File: config.mk
export PLATFORM = sky130hd
export DESIGN_NAME = mem_port_arbiter
export DESIGN_NICKNAME = d
export VERILOG_FILES = /design/src/rtl/mem_port_arbiter.sv
export SDC_FILE = /design/constraint.sdc
export NUM_CORES = 1
export LEC_CHECK = 0
export ABC_AREA = 0
export BUFFER_PORTS_ARGS = -buffer_cell sky130_fd_sc_hd__buf_2
export CAP_MARGIN = 20
export CORE_AREA = 2 2 105 107
export CTS_CLUSTER_DIAMETER = 30
export DETAILED_ROUTE_END_ITERATION = 8
export DIE_AREA = 0 0 107 109
export PLACE_DENSITY = 0.63
export SLEW_MARGIN = 30
export SYNTH_ARGS = -nofsm -noshare
export SYNTH_HDL_FRONTEND = slang
export SYNTH_SLANG_ARGS = --single-unit
File: constraint.sdc
create_clock -name clk -period 1.4 [get_ports clk]
set_input_delay 0.28 -clock clk [delete_from_list [all_inputs] [get_ports clk]]
set_output_delay 0.28 -clock clk [all_outputs]
set_load 0.01 [all_outputs]
File: src/rtl/mem_port_arbiter.sv
// mem_port_arbiter
//   Shares one burst-oriented memory port between an instruction cache (reads
//   only) and a data cache (fills and writebacks). Requests are arbitrated in
//   IDLE only, round-robin on a tie, and the winner owns the port until its
//   whole LINE_WORDS-beat burst has transferred.
//
// Ports
//   clk, rst                 clock and asynchronous active-high reset
//   i_req/i_addr             I-cache line-fill request and line base address
//   i_rvalid/i_rdata/i_done  I-cache fill beats and final-beat pulse
//   d_req/d_we/d_addr        D-cache request (d_we = 1 for writeback)
//   d_wdata/d_wpop           D-cache writeback beat and its consume strobe
//   d_rvalid/d_rdata/d_done  D-cache fill beats and final-beat pulse
//   mem_cmd_*                burst command to memory (valid/ready handshake)
//   mem_w*                   write beats to memory (valid/ready handshake)
//   mem_rvalid/mem_rdata     read beats from memory (no back-pressure)

`ifndef ADDR_WIDTH
`define ADDR_WIDTH 32
`endif
`ifndef DATA_WIDTH
`define DATA_WIDTH 32
`endif

module mem_port_arbiter #(
  parameter int LINE_WORDS = 4,
  parameter int ADDR_WIDTH = `ADDR_WIDTH,
  parameter int DATA_WIDTH = `DATA_WIDTH
) (
  input  logic                  clk,
  input  logic                  rst,
  // instruction-cache requester
  input  logic                  i_req,
  input  logic [ADDR_WIDTH-1:0] i_addr,
  output logic                  i_rvalid,
  output logic [DATA_WIDTH-1:0] i_rdata,
  output logic                  i_done,
  // data-cache requester
  input  logic                  d_req,
  input  logic                  d_we,
  input  logic [ADDR_WIDTH-1:0] d_addr,
  input  logic [DATA_WIDTH-1:0] d_wdata,
  output logic                  d_wpop,
  output logic                  d_rvalid,
  output logic [DATA_WIDTH-1:0] d_rdata,
  output logic                  d_done,
  // memory command
  output logic                  mem_cmd_valid,
  input  logic                  mem_cmd_ready,
  output logic                  mem_cmd_we,
  output logic [ADDR_WIDTH-1:0] mem_cmd_addr,
  // memory data
  output logic                  mem_wvalid,
  input  logic                  mem_wready,
  output logic [DATA_WIDTH-1:0] mem_wdata,
  input  logic                  mem_rvalid,
  input  logic [DATA_WIDTH-1:0] mem_rdata
);

  localparam int CNT_W = $clog2(LINE_WORDS);
  localparam logic [CNT_W-1:0] LAST_CNT = CNT_W'(LINE_WORDS - 1);

  typedef enum logic [1:0] {IDLE, CMD, READ, WRITE} state_t;

  state_t                state;
  logic                  owner;       // 0 = I-cache, 1 = D-cache
  logic                  last_owner;  // most recent grant, for round-robin
  logic [CNT_W-1:0]      cnt;
  logic [ADDR_WIDTH-1:0] addr_q;
  logic                  we_q;

  logic winner;      // 1 = D-cache wins this IDLE cycle
  logic beat;        // one beat transfers this cycle
  logic last_beat;   // and it is the final beat of the line

  // On a tie the requester that did not go last wins; a lone request always wins.
  assign winner    = d_req & (~i_req | ~last_owner);

  // Memory strobes are only honoured in the state that expects them.
  assign beat      = ((state == READ) & mem_rvalid) | ((state == WRITE) & mem_wready);
  assign last_beat = beat & (cnt == LAST_CNT);

  // NOTE: state registers use non-blocking (<=) so every flop samples the
  // pre-edge values; blocking here would make the result depend on statement order.
  always_ff @(posedge clk or posedge rst) begin
    if (rst) begin
      state      <= IDLE;
      owner      <= 1'b0;
      last_owner <= 1'b1;
      cnt        <= '0;
      addr_q     <= '0;
      we_q       <= 1'b0;
    end else begin
      case (state)
        IDLE: begin
          if (i_req | d_req) begin
            owner      <= winner;
            last_owner <= winner;
            addr_q     <= winner ? d_addr : i_addr;
            we_q       <= winner & d_we;  // the I-cache only ever reads
            cnt        <= '0;
            state      <= CMD;
          end
        end
        CMD: begin
          if (mem_cmd_ready) state <= we_q ? WRITE : READ;
        end
        READ, WRITE: begin
          if (beat) begin
            cnt <= cnt + CNT_W'(1);       // wraps to 0 on the final beat
            if (last_beat) state <= IDLE;
          end
        end
        default: state <= IDLE;
      endcase
    end
  end

  // NOTE: every output is given a default before any condition, so no path
  // through this block leaves a signal unassigned and no latch is inferred.
  always_comb begin
    mem_cmd_valid = (state == CMD);
    mem_cmd_we    = we_q;
    mem_cmd_addr  = addr_q;
    mem_wvalid    = (state == WRITE);
    mem_wdata     = d_wdata;
    i_rdata       = mem_rdata;
    d_rdata       = mem_rdata;
    i_rvalid      = 1'b0;
    d_rvalid      = 1'b0;
    i_done        = 1'b0;
    d_done        = 1'b0;
    d_wpop        = 1'b0;
    if (state == READ) begin
      i_rvalid = mem_rvalid & ~owner;
      d_rvalid = mem_rvalid &  owner;
    end
    if (state == WRITE) begin
      d_wpop = mem_wready;
    end
    if (last_beat) begin
      i_done = ~owner;
      d_done =  owner;
    end
  end

endmodule
After elaboration in Yosys (flattened, before gate mapping)
Cells that the tools add are included.
{"block": "op_classes", "n_addsub": 1, "eq_ne": 8, "mux": 15, "bitwise_logic": 13, "reduce_logical": 6}
{"op": "2-to-1 mux 32 bit", "count": 1}
{"op": "2-to-1 mux 2 bit", "count": 6}
{"op": "AND 1 bit", "count": 7}
{"op": "== test 2 bit, second input constant", "count": 3}
{"op": "2-to-1 mux 1 bit", "count": 6}
{"op": "!= test 2 bit, second input constant", "count": 3}
{"op": "case mux 2 bit (3 select lines)", "count": 1}
{"op": "case mux 2 bit (2 select lines)", "count": 1}
{"op": "AND reduction 4 bit", "count": 1}
{"op": "NOT 1 bit", "count": 3}
{"op": "bitwise OR 1 bit", "count": 3}
{"op": "AND reduction 3 bit", "count": 1}
{"op": "adder 2 x 1 -> 2 bit, second input constant", "count": 1}
{"op": "== test 2 x 1 -> 1 bit, second input constant", "count": 1}
{"op": "zero test 2 bit", "count": 1}
{"op": "!= test 2 x 1 -> 1 bit, second input constant", "count": 1}
{"op": "AND reduction 2 bit", "count": 1}
{"op": "nonzero test 2 bit", "count": 1}
{"op": "OR reduction 2 bit", "count": 1}
{"block": "word_totals", "regBits": 39, "in_bits": 136, "out_inout_bits": 136, "elab_cells": 49}

Depth between registers and ports, before layout
{"block": "logic_depth", "word_depth": 7, "depth_mapped": 5, "mapped_depth_nobuf": 4}

Worst setup path before layout
OpenSTA, ideal clock, no wires.
{"block": "synth_path", "path_kind": "register -> register", "start": "reg last_owner", "end": "reg addr_q[11], in the netlist mem_cmd_addr[11]", "setup_time_ps": 125, "t_arrival_ps": 1436, "required_time_ps": 1275, "path_slack_ps": -161, "path_stages_with_launch": 6, "n_path_buf": 2, "synth_period_minus_slack_ps": 1561, "path_cell_list": "dfstp_2 > a21bo_1 > buf_6 > buf_8 > mux2_4 > mux2_4"}
{"block": "synth_via", "elab_chain_len": 4}
{"item": "start: declaration", "line": "67", "source": "logic last_owner;"}
{"item": "start signal: assignment", "line": "98", "source": "last_owner <= winner;"}
{"item": "NOT 1 bit", "line": "77", "source": "assign winner = d_req & (~i_req | ~last_owner);"}
{"item": "bitwise OR 1 bit", "line": "77"}
{"item": "AND 1 bit", "line": "77"}
{"item": "2-to-1 mux 32 bit", "line": "99", "source": "addr_q <= winner ? d_addr : i_addr;"}
{"item": "end signal: assignment", "line": "99"}
{"item": "end: declaration", "line": "69", "source": "logic [ADDR_WIDTH-1:0] addr_q;"}
No other way between the ends.
A chain may end at the register's enable or synchronous reset.

Worst setup path after layout
{"block": "layout_path", "start": "reg last_owner", "end": "reg addr_q[23], in the netlist mem_cmd_addr[23]"}
The elaborated chain is that of the path after synthesis.

==> results.json <==
{
  "fin_cells": 423,
  "ys_seq_area_share_pct": 33.08,
  "synth.most_common_cell": "buf_4",
  "die_x_um": 107,
  "power_frac_clock_pct": 15.1,
  "overflow": 0,
  "gp_congestion": 0.6859,
  "comb_power_share_pct": 53.3,
  "htreeDepth": 2,
  "worst_slack_ns": -0.2281,
  "postLayoutCoreUtil_pct": 32.36,
  "cts.sinks": 39,
  "power.internal_uw": 4460,
  "crit_path_start_kind": "flop",
  "synth_nets": 381,
  "grt_pass1_vias": 1814,
  "yosys_warnings": 0,
  "crit_path_end_kind": "flop",
  "drive_gt1_share_pct": 79.15,
  "min_period_over_period_pct": 116.3,
  "place_inst": 404,
  "grt_max_degree": 29,
  "critical_path_arrival_ns": 1.81,
  "rows": 38,
  "port_buffers": 111,
  "vias_per_cell": 4.175,
  "cts_tree": "built",
  "hold_class": "primary input to flop",
  "slowest_stage": "dfstp_2",
  "met2_usage_pct": 16.92,
  "violations": "negative setup slack",
  "clockBufferDepth": 2,
  "met3_usage_pct": 2.989,
  "synth-edff-count": 0,
  "ir_worst_vdd_v": 0.0007072,
  "grt_util_all_layers_pct": 10.22,
  "routedWlPerCell_um": 14.46,
  "drtIter0Drc": 53,
  "synth_area_leaders": "dfrtp_1 32%, mux2_4 27%, buf_4 25%, mux2_2 4.2%, buf_12 1.4%",
  "core_mm2": 0.01060,
  "wl_um": 6118,
  "total_power_uw": 6567,
  "postRouteAntennaNets": 0,
  "place_ws_ns": -0.2722,
  "place_hpwl_um": 4167,
  "hold_ws_ns": 0.3073,
  "worstSetupPathType": "flop to flop",
  "slew_headroom_pct": 63.17,
  "clk_pin_slew_worst_paths_ns": 0.08,
  "cp_cell_sequence": "a21bo_4 -> buf_16 -> mux2_4 -> mux2_4",
  "ys_ff_latch": 39,
  "finalSetupViolCount": 41,
  "finClkSkew_ns": 0.007865,
  "syn_area_mm2": 0.002954,
  "antenna_found_initial": 0,
  "slowest_delay_ns": 0.55,
  "leakage_uw": 0.001769,
  "worstPathMaxFanout": 12,
  "drc": 0,
  "n_antenna_cell": 0,
  "cpMostUsedCell": "mux2_4",
  "cts-buffers-inserted": 5,
  "swShare_pct": 32.09,
  "maxCapViolations": 0,
  "syn2layout_area_growth_pct": 16.14,
  "avgSynthCellArea_um2": 12.11,
  "finalHoldViolCount": 0,
  "use_met1_pct": 11.57,
  "max_freq_ghz": 0.6142,
  "worst_ep_required_time_ns": 1.58,
  "dieArea_mm2": 0.01166,
  "netlist_top_cells_count": "98 x buf_4, 54 x mux2_4, 38 x dfrtp_1",
  "outcome": "finished with violations",
  "pwr-share-seq_pct": 31.7,
  "synthCells": 244,
  "grt_setup_unrepaired": "true",
  "synth_top_area_cell": "dfrtp_1",
  "boundaryPins": 272,
  "period_needed_ns": 1.628,
  "async_flop_share_pct": 100.0,
  "fp.dieH_um": 109,
  "clock_latency_ns": 0.29,
  "drt-pass1-iter-count": 3,
  "start_util_pct": 27.86,
  "grt_pass1_wl_um": 9163,
  "tightest_slew_ns": 0.5491,
  "synth_top_area_share_pct": 32.19,
  "ff2ff_setup_slack_ns": -0.23,
  "switchingPower_uw": 2108,
  "final_net_count": 419,
  "powerDensity_mw_per_mm2": 1914,
  "ctsRootBufferMaster": "clkbuf_8",
  "synth_cell_types": 26,
  "synth_top_flop_cell": "dfrtp_1",
  "num_vias": 1766,
  "slew_viol_final": 0,
  "busiest_layer": "met2"
}
-- worst max-delay path: cells and delay by family (launching register included) --
family	cells	cell delay [ns]
muxes	2	0.55
buffers and inverters	1	0.18
AOI/OAI and AO/OA	1	0.23
DFF	1	0.55
-- layout make-up --
cell class,instances,area [um2]
clock buffers,6,82.58
flip-flops and latches,39,978.4
clock inverters,2,35.03
fillers,1066,7172
multi-input cells,94,1246
repair buffers,136,890.9
inverters,6,22.52
well taps,140,175.2
-- cell usage in the layout, fill, tap and decap left out, types with 3 or more instances in the layout --
cell type    n
buf_6       12
dfrtp_1     37
o31ai_1      3
buf_2      107
mux2_4      65
clkbuf_8     6
inv_1        5
mux2i_1      4
buf_4       10
and3_4       3
buf_12       4
-- timing repair --
action                                  CTS  global route
buffers inserted                          3             6
hold buffers                              1             0
endpoints found under the setup margin   40            42
resized for setup                        27            13
gates cloned                              2             1
pin swaps                                 4             4
hold endpoints to repair                 11             0
-- sequential cells by signal, summed over array words and instances, names as in the netlist --
signal        flops
cnt               2
state             2
owner             1
mem_cmd_we        1
last_owner        1
mem_cmd_addr     32
-- worst paths after layout --
check                                                to  cells after the start              startpoint
max                        mem_cmd_addr[23]$_DFFE_PP0P_                      4  last_owner$_DFFE_PP1P_
min                                state[1]$_DFFE_PP0P_                      3           mem_cmd_ready
max reg2reg                mem_cmd_addr[23]$_DFFE_PP0P_                      4  last_owner$_DFFE_PP1P_
min reg2reg                      last_owner$_DFFE_PP1P_                      2  last_owner$_DFFE_PP1P_
max in group asynchronous        last_owner$_DFFE_PP1P_                      4                     rst
min in group asynchronous  mem_cmd_addr[26]$_DFFE_PP0P_                      3                     rst
-- metal layers --
metal	wire length (um)	up-vias	part of all wire, %
li1	-	790	-
met1	2421	831	40
met2	2920	103	48
met3	518	42	8.5
met4	257	0	4.2
met5	0	-	0
-- through the flow --
step | instance area [um2] | setup TNS [ns]
after floorplan | 2970 | -4.578
after global placement | 3023 | -5.613
after detailed placement | 3023 | -6.837
after CTS | 3339 | -8.841
after global routing | 3431 | -9.803
final | 3431 | -7.827
-- logic make-up after synthesis --
family                   synth area share (%)
AO/OA/AOI/OAI                           1.779
adder cells (fa/ha/maj)                0.4235
buffers and inverters                   28.55
flip-flops                              33.08
multiplexers                            32.99
AND/OR/NAND/NOR                         3.177
-- power groups by stage --
| stage | registers [uW] | clock network (uW) | logic (uW) |
|---|---|---|---|
| floorplan | 2260 | 0 | 2050 |
| global placement | 2060 | 0 | 2890 |
| detailed placement | 2070 | 0 | 2960 |
| CTS | 2080 | 1060 | 3340 |
| global route | 2150 | 1100 | 3780 |
| finish | 2080 | 989 | 3500 |
(Power assumes the default switching activity.)
